## config.mk

```make
export PLATFORM = sky130hd
export DESIGN_NAME = hs4_bd_rx
export DESIGN_NICKNAME = d
export VERILOG_FILES = /design/src/rtl/hs4_pkg.sv /design/src/rtl/hs4_sync.sv /design/src/rtl/hs4_bd_rx.sv
export SDC_FILE = /design/constraint.sdc
export NUM_CORES = 1
export LEC_CHECK = 0
export ABC_AREA = 0
export CAP_MARGIN = 40
export CORE_UTILIZATION = 42
export DETAILED_ROUTE_END_ITERATION = 8
export PLACE_DENSITY = 0.68
export SKIP_CTS_REPAIR_TIMING = 1
export SYNTH_ARGS = -nofsm -noshare
export SYNTH_HDL_FRONTEND = slang
export SYNTH_HIERARCHICAL = 1
export SYNTH_SLANG_ARGS = --single-unit
```

## constraint.sdc

```tcl
create_clock -name clk -period 1.6 [get_ports clk]
set_input_delay 0.32 -clock clk [delete_from_list [all_inputs] [get_ports clk]]
set_output_delay 0.32 -clock clk [all_outputs]
set_load 0.02 [all_outputs]
```

## src/rtl/hs4_pkg.sv

```systemverilog
// Shared types and limits for the 4-phase bundled-data
// receiver/transmitter pair.
package hs4_pkg;

   typedef enum logic {
      HS4_IDLE,
      HS4_ACK
   } hs4_state_e;

   localparam int HS4_MIN_SYNC  = 2;
   localparam int HS4_MIN_DEPTH = 2;

endpackage

```

## src/rtl/hs4_sync.sv

```systemverilog
// Multi-flop synchroniser with async active-low reset,
// shared by the bundled-data receiver and transmitter.
module hs4_sync #(
   parameter int STAGES = 2
) (
   input  logic clk,
   input  logic rst_n,
   input  logic d,
   output logic q
);

   logic [STAGES-1:0] ff;

   always_ff @(posedge clk or negedge rst_n) begin
      if (!rst_n) begin
         ff <= '0;
      end else begin
         ff <= {ff[STAGES-2:0], d};
      end
   end

   assign q = ff[STAGES-1];

endmodule

```

## src/rtl/hs4_bd_rx.sv

```systemverilog
// 4-phase bundled-data receiver: async req/ack in,
// buffered valid/ready stream out.
module hs4_bd_rx
   import hs4_pkg::*;
#(
   parameter int DATA_W      = 8,
   parameter int SYNC_STAGES = 2,
   parameter int FIFO_DEPTH  = 2
) (
   input  logic              clk,
   input  logic              rst_n,
   input  logic              req_i,
   input  logic [DATA_W-1:0] data_i,
   output logic              ack_o,
   output logic              m_valid_o,
   input  logic              m_ready_i,
   output logic [DATA_W-1:0] m_data_o,
   output logic              full_o
);

   localparam int AW = $clog2(FIFO_DEPTH);

   if (SYNC_STAGES < HS4_MIN_SYNC) begin : g_bad_sync
      $error("hs4_bd_rx: SYNC_STAGES too small");
   end
   if (FIFO_DEPTH < HS4_MIN_DEPTH) begin : g_bad_depth
      $error("hs4_bd_rx: FIFO_DEPTH too small");
   end

   hs4_state_e        state;
   logic              req_s;
   logic [AW:0]       wptr;
   logic [AW:0]       rptr;
   logic [DATA_W-1:0] mem [FIFO_DEPTH];
   logic              empty;
   logic              full;
   logic              push;
   logic              pop;

   hs4_sync #(
      .STAGES (SYNC_STAGES)
   ) u_sync (
      .clk   (clk),
      .rst_n (rst_n),
      .d     (req_i),
      .q     (req_s)
   );

   assign empty = (wptr == rptr);
   assign full  = (wptr[AW] != rptr[AW]) &&
                  (wptr[AW-1:0] == rptr[AW-1:0]);

   // Only IDLE may push, so one token per req_s high phase.
   assign push = (state == HS4_IDLE) && req_s && !full;
   assign pop  = !empty && m_ready_i;

   always_ff @(posedge clk or negedge rst_n) begin
      if (!rst_n) begin
         state <= HS4_IDLE;
         ack_o <= 1'b0;
         wptr  <= '0;
         rptr  <= '0;
         for (int i = 0; i < FIFO_DEPTH; i++) begin
            mem[i] <= '0;
         end
      end else begin
         unique case (state)
            HS4_IDLE: begin
               if (push) begin
                  state <= HS4_ACK;
                  ack_o <= 1'b1;
               end
            end
            HS4_ACK: begin
               if (!req_s) begin
                  state <= HS4_IDLE;
                  ack_o <= 1'b0;
               end
            end
            default: begin
               state <= HS4_IDLE;
               ack_o <= 1'b0;
            end
         endcase
         if (push) begin
            mem[wptr[AW-1:0]] <= data_i;
            wptr              <= wptr + 1'b1;
         end
         if (pop) begin
            rptr <= rptr + 1'b1;
         end
      end
   end

   assign m_valid_o = !empty;
   assign m_data_o  = mem[rptr[AW-1:0]];
   assign full_o    = full;

endmodule

```

-- After elaboration in Yosys (flattened, before gate mapping)
Index checks and enable logic that the tools add are counted.
- register bits after elaboration: 24
- latch bits: 0
- memory bits (writable): 0
- memory bits (read-only): 0
- input port bits: 12
- output and inout bits: 11
- word-level logic and storage cells: 40
- memories: 0
- add/sub/neg operators: 2
- multipliers: 0
- divide/modulo/power cells: 0
- $lt $le $gt $ge: 3
- equality and inequality tests: 5
- shift-type cells: 0
- muxes and demuxes: 12
- bitwise logic cells: 3
- reductions and logical operators: 8
- operators by type and width (operator ; count):
    $mux 8 ; 4
    $bwmux 16 ; 1
    $demux 8 s1 ; 1
    $logic_and 1x1->1 ; 5
    $add 2x1->2 const B ; 2
    $ge 2x2->1 const B ; 2
    $mux 1 ; 4
    $ne 2x2->1 const B ; 2
    $not 1->2 ; 2
    $pmux 1 s2 ; 2
    $eq 2x2->1 ; 1
    $logic_not 1->1 ; 2
    $lt 2x1->1 const B ; 1
    $reduce_and 2->1 ; 1
    $eq 1x1->1 ; 1
    $ne 1x1->1 ; 1
    $not 1->1 ; 1

-- Depth between registers and ports, before layout
- depth in word-level cells: 6
- depth in mapped cells: 5
- mapped depth without buffers: 3

-- Modules after synthesis
The synthesis kept the hierarchy.
- by module, submodules not included (module ; instances ; cells each ; area an instance (sq um)):
    hs4_bd_rx ; 1 ; 77 ; 1027.2
    hs4_sync ; 1 ; 2 ; 50.0

-- Least setup slack after synthesis
No wires, ideal clock.
- path kind: register to output
- from: register rptr[0]
- to: output m_data_o[0]
- arrival: 1.108 ns
- path slack: 0.172 ns
- stages on the path, launching flop included: 4
- path buffers: 2
- cell sequence: dfrtp_1 buf_2 buf_2 mux2_2
- word-level cells in the longest chain between the ends: 4
- RTL lines (element ; RTL line ; text):
    from (decl) ; hs4_bd_rx.sv:33 ; logic [AW:0] rptr;
    from (signal assigned) ; hs4_bd_rx.sv:90 ; rptr <= rptr + 1'b1;
    $not 1->2 (implied by the code) ; hs4_bd_rx.sv:96 ; assign m_data_o = mem[rptr[AW-1:0]];
    $mux 8 (implied by the code) (3 in a row) ; hs4_bd_rx.sv:96 ;
    to (decl) ; hs4_bd_rx.sv:17 ; output logic [DATA_W-1:0] m_data_o,
No other way between the ends. The select of a mux whose other input is x is not followed.

-- Final worst setup path
- from: register rptr[0]
- to: output m_data_o[4]
Same word-level chain as after synthesis.

==> impl_metrics.tcl <==
set metrics [dict create \
    status "complete, but fails checks" \
    violations "negative setup slack" \
    clk_latency_ps 300 \
    fin_nets 135 \
    path_max_fanout 6 \
    critical_path_class "flop to output port" \
    final_util 0.6908 \
    globalRoute.totalOverflow 0 \
    synth_nets 91 \
    synth_area_um2 1077 \
    routabilityCongestion 0.8748 \
    cts_buffers 3 \
    vdd_ir_drop_max_v 0.001469 \
    hold_viol 0 \
    critical_path.cell_chain "buf_6 > mux2_4 > buf_6" \
    finalInstanceArea_um2 1602 \
    routed_wl_um 2101 \
    period_share 1.071 \
    drv_slew 0 \
    ys_ff_latch 24 \
    drtAntennaViolNets 0 \
    io_pins 23 \
    p_leak_nw 0.7406 \
    cp.required_ps 1280 \
    drt_iter0_drc 6 \
    cp_slowest_stage_delay_ps 500 \
    seq_area_frac_synth 0.5575 \
    area_delta_synth_final_pct 48.66 \
    die_y_um 52.65 \
    antenna_cells 0 \
    hpwl_um 1501 \
    regToRegEndpoint "mem[1]$_DFFE_PN0P_" \
    yosys_warnings 6 \
    placed_cell_area_um2 1433 \
    clkTransAtPathRegs_ps 130 \
    max_freq_ghz 0.5837 \
    grt_pass1_wl_um 3394 \
    powerDensity_nw_per_um2 2352 \
    numPortBuffers 22 \
    fin_skew_ps 6.919 \
    cp_slowest_cell "dfrtp_2" \
    start_kind "flop" \
    coreArea_um2 2318 \
    rsz0062_at_grt "true" \
    htreeDepth 1 \
    clkSinkCount 24 \
    die_area_um2 2772 \
    initial_core_util 0.4647 \
    antenna_found_initial 0 \
    min_path_type "input pin to async pin" \
    cts_tree "built" \
    cap_viol_max_count 0 \
    wire_per_inst_um 14.01 \
    track_usage 0.1722 \
    std_cell_rows 17 \
    drc_errors 0 \
    drive_gt1_frac 0.5410 \
    ctsRootBufferMaster "clkbuf_4" \
    grt_pass1_vias 767 \
    timing.rr.start "rptr[1]$_DFFE_PN0P_" \
    num_vias 733 \
    synthCells 79 \
    fin_ws_ps -113.1 \
    reg2reg_depth 5 \
    arrival_ps 1390 \
    relSlewSlack 0.7946 \
    cpMostUsedCell "buf_6" \
    setup-violations-final 8 \
    avgSynthCellArea_um2 13.64 \
    worst_pin_slew_ps 308.0 \
    die_w_um 52.65 \
    viasPerCell 4.887 \
    clockBufferDepth 2 \
    period_needed_ps 1713 \
    grt_max_degree 25 \
    timing.reg2reg.setup_slack_ps 40 \
    end_kind "output port" \
    drtPass1Iterations 4 \
    synth_cell_types 18 \
]
cells by family (layout without fill, tap and decap cells):
group           after synthesis  count (layout)  share of synthesized area
mux                          27              27                     0.2799
flops                        24              24                     0.5575
simple gates                 11              11                    0.04646
compound gates                9               9                    0.07201
buf+inv                       5              48                    0.01974
xor+xnor                      3               3                    0.02439
cell type report:
type / instances / area [µm²]
Multi-Input combinational cell: 50 / 515.5
Clock buffer: 4 / 36.28
Tap cell: 28 / 35.03
Fill cell: 168 / 716.9
Timing Repair Buffer: 41 / 399.1
Sequential cell: 24 / 604.3
Inverter: 3 / 11.26
worst max path at each step:
stage	start	endpoint	slack, ps	depth (start not counted)
2_1_floorplan	rptr[0]$_DFFE_PN0P_	m_data_o[0]	170	3
3_3_place_gp	rptr[0]$_DFFE_PN0P_	m_data_o[1]	-180	3
3_5_place_dp	rptr[0]$_DFFE_PN0P_	m_data_o[4]	-210	3
4_1_cts	rptr[0]$_DFFE_PN0P_	m_data_o[4]	-580	3
5_1_grt	rptr[0]$_DFFE_PN0P_	m_data_o[4]	-160	3
6_report	rptr[0]$_DFFE_PN0P_	m_data_o[4]	-110	3
power breakdown:
group	leakage, nW	switching, mW	internal (mW)
combinational	0.442	0.958	1.38
clock	0.0210	0.172	0.139
sequential	0.277	0.223	0.898
state kept, by name, indices dropped and copies added, names as in the netlist:
name / count
mem: 16
rptr: 2
u_sync/ff: 2
wptr: 2
ack_o: 1
state: 1
per-stage QoR:
| stage | power, mW | setup slack (ps) | hold WS, ps | TNS, ps | cells |
|---|---|---|---|---|---|
| 2_1_floorplan | 2.183 | 171.7 | 24.41 | 0 | 79 |
| 3_3_place_gp | 3.026 | -175.5 | 335.5 | -1502 | 140 |
| 3_5_place_dp | 3.068 | -211.4 | 337.1 | -1812 | 140 |
| 4_1_cts | 3.386 | -580.5 | 366.2 | -5491 | 144 |
| 5_1_grt | 4.011 | -157.4 | 367.7 | -1260 | 150 |
| 6_report | 3.768 | -113.1 | 363.4 | -841.4 | 150 |
Yosys cell counts (all sizes together):
library cell	count	area share
a21oi	1	0.0081
xnor2	2	0.016
dfrtp	24	0.56
buf	2	0.0093
a211oi	1	0.0070
mux2	25	0.26
o21ai	3	0.014
nand3b	1	0.0070
mux2i	2	0.019
a21boi	1	0.0070
o21a	1	0.0070
nor2	3	0.010
nand2	5	0.017
a221o	1	0.0093
nor2b	2	0.012
inv	3	0.010
xor2	1	0.0081
o211ai	1	0.020
critical path: cells and delay by family (launching register included):
kind | cells | cell delay [ps]
buf+inv | 2 | 290
mux | 1 | 300
flops | 1 | 500
per-layer routing:
metal,vias up,global-route usage,wire (µm)
met5,-,0,0
met4,0,0.06579,16
met3,2,0.03768,64
met2,12,0.2890,1037
met1,360,0.2136,982
li1,359,-,-
layout by cell type (no fill, tap or decap), types with 3 or more instances in the layout:
master | Yosys | layout
dfrtp_1 | 24 | 21
clkbuf_4 | 0 | 3
o21ai_0 | 3 | 3
mux2_4 | 0 | 8
nor2_1 | 3 | 3
buf_4 | 0 | 14
inv_1 | 3 | 3
nand2_1 | 5 | 5
buf_6 | 0 | 13
clkdlybuf4s50_1 | 0 | 11
mux2_2 | 25 | 17
dfrtp_2 | 0 | 3
(Power assumes the default switching activity.)
